File: src/rtl/regfile_pkg.sv
// Shared constants and helpers for the multi-port register file and its scoreboard.
package regfile_pkg;

    localparam int DEF_DW     = 32;
    localparam int DEF_DEPTH  = 32;
    localparam int DEF_NUM_RD = 2;

    // Address of the hardwired zero register when that feature is enabled.
    localparam int ZERO_ADDR  = 0;

    // Low bit index of field 'port' inside a packed vector of 'width'-bit fields.
    function automatic int port_lo(input int port, input int width);
        return port * width;
    endfunction

endpackage

File: src/rtl/regfile_scoreboard.sv
// Per-register busy scoreboard: decode reserves destinations, writeback releases them,
// and a registered count of outstanding results is kept alongside the busy bits.
module regfile_scoreboard
    import regfile_pkg::*;
#(
    parameter int DEPTH    = DEF_DEPTH,
    parameter int NUM_RD   = DEF_NUM_RD,
    parameter bit ZERO_REG = 1'b1,
    localparam int AW      = $clog2(DEPTH)
) (
    input  logic                 clk,
    input  logic                 rst_n,
    input  logic                 rsv,
    input  logic [AW-1:0]        rsv_addr,
    input  logic                 we,
    input  logic [AW-1:0]        wa,
    input  logic [NUM_RD*AW-1:0] ra,
    output logic [NUM_RD-1:0]    busy,
    output logic [AW:0]          pend_cnt
);

    localparam logic [AW:0] CNT_ONE = (AW+1)'(1);

    logic [DEPTH-1:0] busy_q;
    logic [DEPTH-1:0] busy_d;
    logic             set_eff;
    logic             inc;
    logic             dec;
    logic [AW:0]      cnt_d;

    // Next busy vector and count; the set is applied after the clear so a same-address
    // reserve keeps the register busy for the newer producer.
    always_comb begin
        set_eff = rsv && !(ZERO_REG && (rsv_addr == AW'(ZERO_ADDR)));
        busy_d  = busy_q;
        if (we) begin
            busy_d[wa] = 1'b0;
        end
        if (set_eff) begin
            busy_d[rsv_addr] = 1'b1;
        end
        inc   = set_eff && !busy_q[rsv_addr];
        dec   = we && busy_q[wa] && !(set_eff && (rsv_addr == wa));
        cnt_d = pend_cnt;
        if (inc && !dec) begin
            cnt_d = pend_cnt + CNT_ONE;
        end else if (dec && !inc) begin
            cnt_d = pend_cnt - CNT_ONE;
        end
    end

    // Busy bits and outstanding count update together; reset drops every reservation.
    always_ff @(posedge clk) begin
        if (!rst_n) begin
            busy_q   <= '0;
            pend_cnt <= '0;
        end else begin
            busy_q   <= busy_d;
            pend_cnt <= cnt_d;
        end
    end

    // Raw busy flag of the register addressed by each read port.
    always_comb begin
        busy = '0;
        for (int i = 0; i < NUM_RD; i++) begin
            busy[i] = busy_q[ra[port_lo(i, AW) +: AW]];
        end
    end

endmodule

File: src/rtl/regfile_mp_sb.sv
// Parametrised multi-read-port register file with zero register, write-to-read bypass
// and a busy scoreboard used by decode to stall on outstanding multi-cycle results.
module regfile_mp_sb
    import regfile_pkg::*;
#(
    parameter int DW       = DEF_DW,
    parameter int DEPTH    = DEF_DEPTH,
    parameter int NUM_RD   = DEF_NUM_RD,
    parameter bit ZERO_REG = 1'b1,
    parameter bit BYPASS   = 1'b1,
    localparam int AW      = $clog2(DEPTH)
) (
    input  logic                 clk,
    input  logic                 rst_n,
    input  logic                 we,
    input  logic [AW-1:0]        wa,
    input  logic [DW-1:0]        wd,
    input  logic [NUM_RD*AW-1:0] ra,
    output logic [NUM_RD*DW-1:0] rd,
    output logic [NUM_RD-1:0]    rd_busy,
    input  logic                 rsv,
    input  logic [AW-1:0]        rsv_addr,
    output logic [AW:0]          pend_cnt
);

    logic [DW-1:0]     mem [DEPTH];
    logic              write_ok;
    logic [NUM_RD-1:0] sb_busy;
    logic [AW-1:0]     ra_i;

    assign write_ok = we && !(ZERO_REG && (wa == AW'(ZERO_ADDR)));

    regfile_scoreboard #(
        .DEPTH    (DEPTH),
        .NUM_RD   (NUM_RD),
        .ZERO_REG (ZERO_REG)
    ) u_scoreboard (
        .clk      (clk),
        .rst_n    (rst_n),
        .rsv      (rsv),
        .rsv_addr (rsv_addr),
        .we       (we),
        .wa       (wa),
        .ra       (ra),
        .busy     (sb_busy),
        .pend_cnt (pend_cnt)
    );

    // Storage: cleared on reset so contents are never X, otherwise written from writeback.
    always_ff @(posedge clk) begin
        if (!rst_n) begin
            for (int k = 0; k < DEPTH; k++) begin
                mem[k] <= '0;
            end
        end else if (write_ok) begin
            mem[wa] <= wd;
        end
    end

    // Per-port read mux: zero register first, then same-cycle forwarding, then storage.
    always_comb begin
        rd      = '0;
        rd_busy = '0;
        ra_i    = '0;
        for (int i = 0; i < NUM_RD; i++) begin
            ra_i = ra[port_lo(i, AW) +: AW];
            if (ZERO_REG && (ra_i == AW'(ZERO_ADDR))) begin
                rd[port_lo(i, DW) +: DW] = '0;
                rd_busy[i]               = 1'b0;
            end else if (BYPASS && we && (wa == ra_i)) begin
                rd[port_lo(i, DW) +: DW] = wd;
                rd_busy[i]               = 1'b0;
            end else begin
                rd[port_lo(i, DW) +: DW] = mem[ra_i];
                rd_busy[i]               = sb_busy[i];
            end
        end
    end

endmodule

File: config.mk
export PLATFORM = sky130hd
export DESIGN_NAME = regfile_mp_sb
export DESIGN_NICKNAME = d
export VERILOG_FILES = /design/src/rtl/regfile_pkg.sv /design/src/rtl/regfile_scoreboard.sv /design/src/rtl/regfile_mp_sb.sv
export SDC_FILE = /design/constraint.sdc
export NUM_CORES = 2
export LEC_CHECK = 0
export ABC_AREA = 1
export BUFFER_PORTS_ARGS = -buffer_cell sky130_fd_sc_hd__clkbuf_2
export CELL_PAD_IN_SITES_DETAIL_PLACEMENT = 1
export CELL_PAD_IN_SITES_GLOBAL_PLACEMENT = 2
export CORE_MARGIN = 8
export CORE_UTILIZATION = 41
export DETAILED_ROUTE_END_ITERATION = 12
export HOLD_SLACK_MARGIN = 0.15
export PLACE_DENSITY_LB_ADDON = 0.2
export SKIP_CTS_REPAIR_TIMING = 1
export SYNTH_ARGS = -nofsm -noshare
export SYNTH_HDL_FRONTEND = slang
export SYNTH_HIERARCHICAL = 1
export SYNTH_SLANG_ARGS = --single-unit
export TNS_END_PERCENT = 100
File: constraint.sdc
create_clock -name clk -period 6.7 [get_ports clk]
set_input_delay 0.335 -clock clk [delete_from_list [all_inputs] [get_ports clk]]
set_output_delay 0.335 -clock clk [all_outputs]
set_load 0.02 [all_outputs]
==> flow_summary.ini <==
[outcome]
status = finished, final reports clean

[placement]
io_buffers = 127
gp_congestion = 0.887
dp.cells = 9482
dp_worst_setup_slack_ps = 2640
dp.final_hpwl_um = 162000

[clock_tree]
htree_levels = 4
numCtsBuffers = 130
cts.clk_slew.worst_paths_ps = 50
cts_buffer_depth = 3
cts_root_buf = clkbuf_16
clk_latency_ps = 790
numClockSinks = 1062
cts_tree = built

[critical_path]
end_kind = output pin
critPathMaxFanout = 104
reg2reg_to = u_scoreboard/pend_cnt[5]$_SDFFE_PN0P_
cp_slowest_cell = buf_4
crit_arrival_ps = 3910
worst_r2r_path_depth = 20
path_buf_inv = 4
regToRegSetupSlack_ps = 4090
path_cells = buf_8 -> buf_4 -> buf_4 -> o21ai_0 -> o21ai_0 -> a21oi_1 -> nand2_1 -> nand2_1 -> a21oi_1 -> clkbuf_2
slowest_delay_ps = 770
cp_data_required_time_ps = 6360
critical_path.top_delay_family = buffers and inverters
cp-start-kind = input port
rr_startpoint = u_scoreboard/busy_q[26]$_SDFF_PN0_
setup.worst_path.class = input port to output pin

[sta]
slew_headroom_pct = 13.8
rsz0062_at_grt = false
holdWs_ps = 185
timing.setup.tns_ps = 0
hold_viol_final = 0
report.final.setup_viol = 0
period_needed_ps = 4250
timing.final.crit_share_pct = 63.4
max_freq_mhz = 235
worst_pin_slew_ps = 1290
timing.final.ws_setup_ps = 2450
slew_violations = 0
clock-skew-final_ps = 15.6

[power]
power.clock.fraction_pct = 40.0
leakage_nw = 28.1
seqPwrFrac_pct = 45.3
vdd_drop_max_mv = 0.230
p_int_mw = 12.1
netSwitchingFraction_pct = 29.7
combinationalPowerShare_pct = 14.8
p_per_area_nw_per_um2 = 259
p_sw_mw = 5.13

[logic_synthesis]
seq_area_frac_synth_pct = 51.5
synth_top_area_share_pct = 50.2
ys_seq_elements = 1062
synth-compound-area-share_pct = 8.85
synth_top_family_by_area = simple AND/OR/NAND/NOR gates
synth.area.mux_share_pct = 0
synthAdderAreaFrac_pct = 0.135
synthArstFlopShare_pct = 0
synth-simple-area-share_pct = 30.8
ys_types = 33
synth_cells = 7964
synth_flop_cell = edfxtp_1
synth_edf_count = 1024
synth_xor_xnor_area_share_pct = 0.0859
syn_avg_cell_area_um2 = 7.69
synth_top_cell_by_area = edfxtp_1
ys_warn_count = 6
synth_area_um2 = 61200
synth_area_leaders = edfxtp_1 (50%), nand2_1 (12%), nand3_1 (8.8%)

[route]
wirelength_um = 270000
wire_per_inst_um = 27.8
post-route-drc-count = 0
drt_iter0_markers = 6246
drtAntennaViolNets = 0
drt_pass1_iterations = 6
viasPerCell = 5.93
vias = 57600

[finish]
num-fill-cells = 18000
layout.cells.non_filler = 9721
regArea_um2 = 31500
final_cell_mix = nand2_1 (1977), nor2_1 (1411), nand3_1 (1080), edfxtp_1 (1024), inv_1 (591)
area_growth_pct = 8.97
final_common_cell = nand2_1
nets = 7752
drive_gt1_share_pct = 7.14
antenna_cells = 0
multiInputGateArea_um2 = 24700

[hold_path]
min_from = rsv_addr[1]
hold_path_depth = 4
hold_class = input port to flip-flop
holdPathEnd = u_scoreboard/busy_q[9]$_SDFF_PN0_

[floorplanning]
coreArea_um2 = 148000
start_util_pct = 41.3
fp.dieW_um = 402
die_area_um2 = 162000
rows = 141
die_y_um = 402
io_pins = 128

[global_routing]
first_global_vias = 57100
grt_use_total_pct = 32.2
gr-total-overflow = 0
grt_antenna_before_repair = 5
grt_first_pass_wirelength_um = 391000
grt_max_degree = 193

[job]
drv_cap = 0
-- layer usage --
| metal | vias up | global-route usage, % | wire, µm |
|---|---|---|---|
| li1 | 25600 | - | - |
| met1 | 28900 | 45.4 | 115000 |
| met2 | 2678 | 47.9 | 116000 |
| met3 | 493 | 5.70 | 24000 |
| met4 | 2 | 15.7 | 14800 |
| met5 | - | 0 | 13 |
-- Yosys cell counts (5+ instances only) --
library cell  count
inv_1           627
nor2_1         1415
or2_2            53
buf_1            41
inv_2             7
clkbuf_1        329
dfxtp_1          38
edfxtp_1       1024
o21ai_0         459
ha_1              5
a21oi_1         302
o211ai_1        204
nor3_1           18
nand3_1        1082
buf_2           279
nand2_1        2036
o22ai_1           6
buf_4            12
-- power groups by stage --
stage	Clock (mW)	Sequential (mW)	Combinational (mW)
after global routing	7.19	7.85	2.72
after floorplan	0	7.88	1.48
after CTS	6.96	7.81	2.50
final	6.90	7.82	2.55
after global placement	0	7.93	2.44
after detailed placement	0	7.94	2.49
-- worst reg2reg max path, cell delays in order (launching register included) --
cell,delay (ps)
dfxtp_1,400
nand2_1,100
nand2_1,50
nand2_1,50
nand2_1,60
nand2_1,50
nand2_1,50
nor2_1,220
nand2_1,130
nor2_1,130
ha_1,190
inv_1,130
ha_1,370
inv_1,50
nand2_1,80
nand3_1,100
nand2_1,70
nand2_1,50
nand2_1,50
nand2_1,50
a21oi_1,130
-- cells by family after synthesis --
| logic type | Yosys count |
|---|---|
| AO/OA/AOI/OAI | 976 |
| XOR/XNOR | 6 |
| adder cells (fa/ha/maj) | 6 |
| buffers and inverters | 1301 |
| flip-flops | 1062 |
| other | 1 |
| AND/OR/NAND/NOR | 4612 |
-- state kept, by name, indices dropped and copies added (netlist names) --
name and count:
mem 1024, u_scoreboard/busy_q 32, u_scoreboard/pend_cnt 6
-- layout make-up --
type | count | share of cell area [%]
inverters | 638 | 3.64
clock buffers | 175 | 5.31
multi-input cells | 5632 | 37.1
flip-flops and latches | 1062 | 47.2
clock inverters | 58 | 0.707
repair buffers | 226 | 2.43
well taps | 1930 | 3.62
-- how the worst max path moves through the flow --
stage,endpoint,startpoint,depth (start not counted)
after CTS,rd[45],ra[5],10
after global placement,rd[45],ra[5],10
after floorplan,mem[31][0]$_SDFFCE_PN0P_,wa[3],10
final,rd[45],ra[5],10
after detailed placement,rd[45],ra[5],10
after global routing,rd[45],ra[5],10
-- per-stage QoR --
stage / area (µm²) / total power, mW / utilization (%)
after detailed placement: 62600 / 10.4 / 42.3
final: 66700 / 17.3 / 45.1
after global routing: 66700 / 17.8 / 45.1
after floorplan: 61300 / 9.36 / -
after global placement: 62600 / 10.4 / 42.3
after CTS: 66600 / 17.3 / 45.0
No activity file was read; power rests on OpenSTA's default activity.
